$ cat config.mk
export PLATFORM = sky130hd
export DESIGN_NAME = elbeth_mem_wb
export DESIGN_NICKNAME = d
export VERILOG_FILES = /design/src/rtl/elbeth_mem_wb.sv
export SDC_FILE = /design/constraint.sdc
export NUM_CORES = 1
export LEC_CHECK = 0
export ABC_AREA = 0
export ABC_CLOCK_PERIOD_IN_PS = 6290
export BUFFER_PORTS_ARGS = -buffer_cell sky130_fd_sc_hd__buf_2
export CORE_MARGIN = 2
export CORE_UTILIZATION = 43
export CTS_BUF_LIST = sky130_fd_sc_hd__clkbuf_8 sky130_fd_sc_hd__clkbuf_16
export CTS_CLUSTER_DIAMETER = 30
export DETAILED_ROUTE_END_ITERATION = 10
export PLACE_DENSITY_LB_ADDON = 0.15
export SLEW_MARGIN = 0
export SYNTH_ARGS = -nofsm -noshare
export SYNTH_HDL_FRONTEND = slang
export SYNTH_SLANG_ARGS = --single-unit
$ cat constraint.sdc
create_clock -name clk -period 6.29 [get_ports clk]
set_input_delay 0.9435 -clock clk [delete_from_list [all_inputs] [get_ports clk]]
set_output_delay 0.9435 -clock clk [all_outputs]
set_load 0.1 [all_outputs]
$ cat src/rtl/elbeth_mem_wb.sv
// Memory/write-back stage of the ELBETH RV32I pipeline: data-memory bus handshake,
// load alignment/extension and register-file write port. Option: ELBETH_MEM_MISALIGN_TRAP_EN.
module elbeth_mem_wb (
   input  logic        clk,
   input  logic        rst,
   input  logic        ex_valid,
   input  logic [31:0] ex_alu_result,
   input  logic [31:0] ex_store_data,
   input  logic [4:0]  ex_rd_addr,
   input  logic        ex_reg_w_en,
   input  logic        ex_mem_read,
   input  logic        ex_mem_write,
   input  logic [1:0]  ex_mem_size,
   input  logic        ex_mem_unsigned,
   output logic        mem_stall,
   output logic [31:0] dmem_addr,
   output logic [31:0] dmem_wdata,
   output logic [3:0]  dmem_wsel,
   output logic        dmem_wr,
   output logic        dmem_valid,
   input  logic [31:0] dmem_rdata,
   input  logic        dmem_ready,
   output logic [31:0] wb_rd_data,
   output logic [4:0]  wb_rd_addr,
   output logic        wb_w_en
`ifdef ELBETH_MEM_MISALIGN_TRAP_EN
   ,
   output logic        mem_xcpt_misaligned
`endif
);

   // state   | meaning
   // ST_IDLE | accepting instructions from EX
   // ST_BUS  | bus request outstanding, waiting for dmem_ready
   typedef enum logic {ST_IDLE, ST_BUS} state_t;

   state_t      state_q, state_nx;
   logic        is_mem;
   logic        trap_hit;
   logic        accept_alu;
   logic        accept_mem;
   logic        bus_done;
   logic [31:0] st_wdata;
   logic [3:0]  st_wsel;
   logic [1:0]  lat_off;
   logic [1:0]  lat_size;
   logic        lat_uns;
   logic [4:0]  lat_rd;
   logic [7:0]  ld_byte;
   logic [15:0] ld_half;
   logic [31:0] ld_data;

   assign is_mem = ex_mem_read | ex_mem_write;

`ifdef ELBETH_MEM_MISALIGN_TRAP_EN
   logic misaligned;
   assign misaligned = ((ex_mem_size == 2'b01) & ex_alu_result[0]) |
                       (ex_mem_size[1] & (|ex_alu_result[1:0]));
   assign trap_hit   = (state_q == ST_IDLE) & ex_valid & is_mem & misaligned;
`else
   assign trap_hit   = 1'b0;
`endif

   assign accept_alu = (state_q == ST_IDLE) & ex_valid & ~is_mem;
   assign accept_mem = (state_q == ST_IDLE) & ex_valid & is_mem & ~trap_hit;
   assign bus_done   = (state_q == ST_BUS) & dmem_ready;

   always_ff @(posedge clk or posedge rst) begin
      if (rst) state_q <= ST_IDLE;
      else     state_q <= state_nx;
   end

   // Stall is forced low during reset so an abandoned access releases EX at once.
   always_comb begin
      state_nx  = state_q;
      mem_stall = 1'b0;
      case (state_q)
         ST_IDLE: begin
            if (accept_mem) begin
               state_nx  = ST_BUS;
               mem_stall = 1'b1;
            end
         end
         ST_BUS: begin
            mem_stall = ~dmem_ready;
            if (dmem_ready) state_nx = ST_IDLE;
         end
         default: state_nx = ST_IDLE;
      endcase
      if (rst) mem_stall = 1'b0;
   end

   always_comb begin
      st_wdata = ex_store_data;
      st_wsel  = 4'b1111;
      case (ex_mem_size)
         2'b00: begin
            st_wdata = {4{ex_store_data[7:0]}};
            st_wsel  = 4'b0001 << ex_alu_result[1:0];
         end
         2'b01: begin
            st_wdata = {2{ex_store_data[15:0]}};
            st_wsel  = 4'b0011 << {ex_alu_result[1], 1'b0};
         end
         default: ;
      endcase
   end

   always_comb begin
      case (lat_off)
         2'd0:    ld_byte = dmem_rdata[7:0];
         2'd1:    ld_byte = dmem_rdata[15:8];
         2'd2:    ld_byte = dmem_rdata[23:16];
         default: ld_byte = dmem_rdata[31:24];
      endcase
      ld_half = lat_off[1] ? dmem_rdata[31:16] : dmem_rdata[15:0];
      case (lat_size)
         2'b00:   ld_data = {{24{~lat_uns & ld_byte[7]}}, ld_byte};
         2'b01:   ld_data = {{16{~lat_uns & ld_half[15]}}, ld_half};
         default: ld_data = dmem_rdata;
      endcase
   end

   always_ff @(posedge clk or posedge rst) begin
      if (rst) begin
         dmem_addr  <= '0;
         dmem_wdata <= '0;
         dmem_wsel  <= '0;
         dmem_wr    <= 1'b0;
         dmem_valid <= 1'b0;
         lat_off    <= '0;
         lat_size   <= '0;
         lat_uns    <= 1'b0;
         lat_rd     <= '0;
         wb_rd_data <= '0;
         wb_rd_addr <= '0;
         wb_w_en    <= 1'b0;
      end else begin
         wb_w_en <= 1'b0;
         if (accept_alu) begin
            wb_rd_data <= ex_alu_result;
            wb_rd_addr <= ex_rd_addr;
            wb_w_en    <= ex_reg_w_en & (|ex_rd_addr);
         end
         if (accept_mem) begin
            dmem_addr  <= {ex_alu_result[31:2], 2'b00};
            dmem_wr    <= ex_mem_write;
            dmem_valid <= 1'b1;
            dmem_wdata <= ex_mem_write ? st_wdata : 32'd0;
            dmem_wsel  <= ex_mem_write ? st_wsel : 4'd0;
            lat_off    <= ex_alu_result[1:0];
            lat_size   <= ex_mem_size;
            lat_uns    <= ex_mem_unsigned;
            lat_rd     <= ex_rd_addr;
         end
         if (bus_done) begin
            dmem_valid <= 1'b0;
            dmem_wr    <= 1'b0;
            dmem_wsel  <= 4'd0;
            if (!dmem_wr) begin
               wb_rd_data <= ld_data;
               wb_rd_addr <= lat_rd;
               wb_w_en    <= |lat_rd;
            end
         end
      end
   end

`ifdef ELBETH_MEM_MISALIGN_TRAP_EN
   always_ff @(posedge clk or posedge rst) begin
      if (rst) mem_xcpt_misaligned <= 1'b0;
      else     mem_xcpt_misaligned <= trap_hit;
   end
`endif

endmodule

==> results.json <==
{
  "yosysWarnings": 0,
  "hold_viol": 0,
  "ioPinCount": 220,
  "netlist.area_leader.share_pct": 52.8,
  "fmax_mhz": 322,
  "drc_errors": 0,
  "postRouteAntennaNets": 0,
  "antenna_found_initial": 0,
  "vias_per_cell": 5.29,
  "power.leakage_uw": 0.00357,
  "die-area_um2": 13800,
  "synth_seq_cells": 117,
  "coreArea_um2": 12600,
  "numPortBuffers": 217,
  "yosys-top-cells-count": "117 x dfrtp_1, 111 x nand2_1, 47 x mux2_2",
  "worst_pin_slew_ns": 1.02,
  "grt-ovfl-total": 0,
  "place_congestion": 0.820,
  "rsz0062_at_grt": "no",
  "rows": 41,
  "grt_usage_pct": 23.8,
  "syn_area_um2": 5550,
  "clockBufferDepth": 2,
  "grt_pass1_wl_um": 25600,
  "drv_cap": 0,
  "max_slew_margin_pct": 32.3,
  "yosysMostFrequentCell": "dfrtp_1",
  "start_util_pct": 44.0,
  "clockRootBuffer": "clkbuf_16",
  "min_period_ns": 3.11,
  "peakVddDrop_v": 0.000267,
  "final_max_slew_viol_count": 0,
  "syn2layout_area_growth_pct": 31.6,
  "clk_pin_slew_ns": 0.06,
  "dp_hpwl_um": 11400,
  "avgSynthCellArea_um2": 10.6,
  "cts_tree": "yes",
  "total_power_uw": 4310,
  "fin_cells": 910,
  "h-tree-depth": 4,
  "drt_iter0_markers": 319,
  "dr_total_vias": 4817,
  "placedCellCount": 877,
  "finalCritPeriodShare_pct": 49.4,
  "cts_resized": 0,
  "first_global_vias": 4840,
  "cp-start-kind": "primary input",
  "seq_area_frac_synth_pct": 52.8,
  "synth_cell_type_count": 35,
  "ys.flop_type": "dfrtp_1",
  "postCtsSetupRepairBufs": 0,
  "finalSetupViolations": 0,
  "wl_per_cell_um": 17.7,
  "yosysTopAreaCell": "dfrtp_1",
  "synth-async-reset-ratio_pct": 100,
  "seqCellArea_um2": 2930,
  "setup.worst_path.end_class": "output port",
  "multi_input_area_um2": 2420,
  "dieHeight_um": 118,
  "critPathArrivalTime_ns": 2.17,
  "synthCells": 524,
  "die_w_um": 118,
  "fillers": 1131,
  "cts_inserted_buffers": 17,
  "fin_tns_setup_ns": 0,
  "drive_gt1_share_pct": 42.1,
  "dr.pass1.iters": 5,
  "crit_type": "primary input to output port",
  "synthTopCellsByArea": "dfrtp_1 53%, mux2_2 9.5%, nand2_1 7.5%",
  "clock_sinks": 117,
  "grt_max_degree": 76,
  "holdBufCountCts": 0,
  "final_nets": 835,
  "cp.required_ns": 5.35,
  "skew_ns": 0.00756,
  "clkLatencyLatePin_ns": 0.41,
  "status": "complete, no violations",
  "path_max_fanout": 50,
  "totalWireLength_um": 16100,
  "synth_edf_count": 0,
  "hp-class": "flop to flop",
  "power_density_nw_per_um2": 591
}
cells in the final DEF (no fill, tap or decap), types with 2 or more instances in the layout:
master / instances
buf_2: 217
dfrtp_1: 117
nand2_1: 111
mux2_2: 47
o21ai_0: 35
mux2i_1: 26
a32oi_1: 25
nor2b_1: 18
clkbuf_16: 17
a22o_1: 16
nor2_1: 12
nand2b_1: 10
or4_1: 9
a22oi_1: 8
nand3_1: 8
o221ai_1: 7
clkinv_2: 6
a31oi_1: 5
clkbuf_8: 5
a21oi_1: 4
o2bb2ai_1: 4
buf_4: 4
inv_1: 3
a21oi_2: 3
and2_1: 2
a21o_1: 2
conb_1: 2
bufinv_16: 2
through the flow:
stage / worst slack [ns] / utilization [%] / area (um2) / hold slack, ns
after floorplan: 0.977 / - / 5550 / 0.480
after global placement: 3.17 / 53.1 / 6700 / 0.459
after detailed placement: 3.14 / 53.1 / 6700 / 0.463
after CTS: 3.14 / 57.8 / 7290 / 0.476
after global routing: 3.06 / 57.8 / 7290 / 0.503
final: 3.18 / 57.8 / 7300 / 0.475
final timing paths:
check | start | to | slack [ns] | cells past startpoint
max in group asynchronous | rst | wb_rd_data[11] | 4.35 | 3
hold / removal | dmem_valid | dmem_valid | 0.48 | 2
hold reg to reg | dmem_valid | dmem_valid | 0.48 | 2
setup reg to reg | state_q | wb_rd_data[29] | 4.07 | 4
setup / recovery | rst | mem_stall | 3.18 | 4
min in group asynchronous | rst | dmem_addr[19] | 0.62 | 2
critical path, cell delays in order:
cell and delay, ns:
buf_2 0.11, inv_4 0.45, and2_1 0.22, buf_2 0.42
cell type report:
| cell class | count | area share, % |
|---|---|---|
| timing repair buffer | 221 | 15.3 |
| tap | 172 | 2.95 |
| clock inverter | 10 | 1.41 |
| sequential | 117 | 40.1 |
| inverter | 4 | 0.240 |
| multi-input combinational | 363 | 33.2 |
| clock buffer | 22 | 6.77 |
| antenna | 1 | 0.0343 |
routing by layer:
metal	track usage [%]	wire, um	share of wire [%]	vias to the layer above
met5	0	0	0	-
met4	9.19	318	2.0	0
met3	6.69	1100	6.8	23
met2	39.1	7790	48	180
met1	29.9	6880	43	2342
li1	-	-	-	2272
cells by family after synthesis:
kind of cell           after synthesis  synth area share, %
buffers and inverters               45                 3.86
AO/OA/AOI/OAI                      113                 14.8
multiplexers                        73                 14.2
AND/OR/NAND/NOR                    175                 14.3
flip-flops                         117                 52.8
other                                1               0.0676
flip-flops by register name (all words and copies together), names as in the netlist, 2 cells and up:
| name | count |
|---|---|
| lat_size | 2 |
| lat_off | 2 |
| dmem_addr | 30 |
| wb_rd_data | 32 |
| dmem_wsel | 4 |
| lat_rd | 5 |
| wb_rd_addr | 5 |
| dmem_wdata | 32 |
power breakdown:
group / total [uW] / internal [uW] / switching [uW] / leakage, uW
clock network: 962 / 630 / 332 / 0.000307
logic: 2240 / 368 / 1880 / 0.00186
registers: 1110 / 972 / 136 / 0.00141
Note: power is estimated with default switching activity, not from simulation.
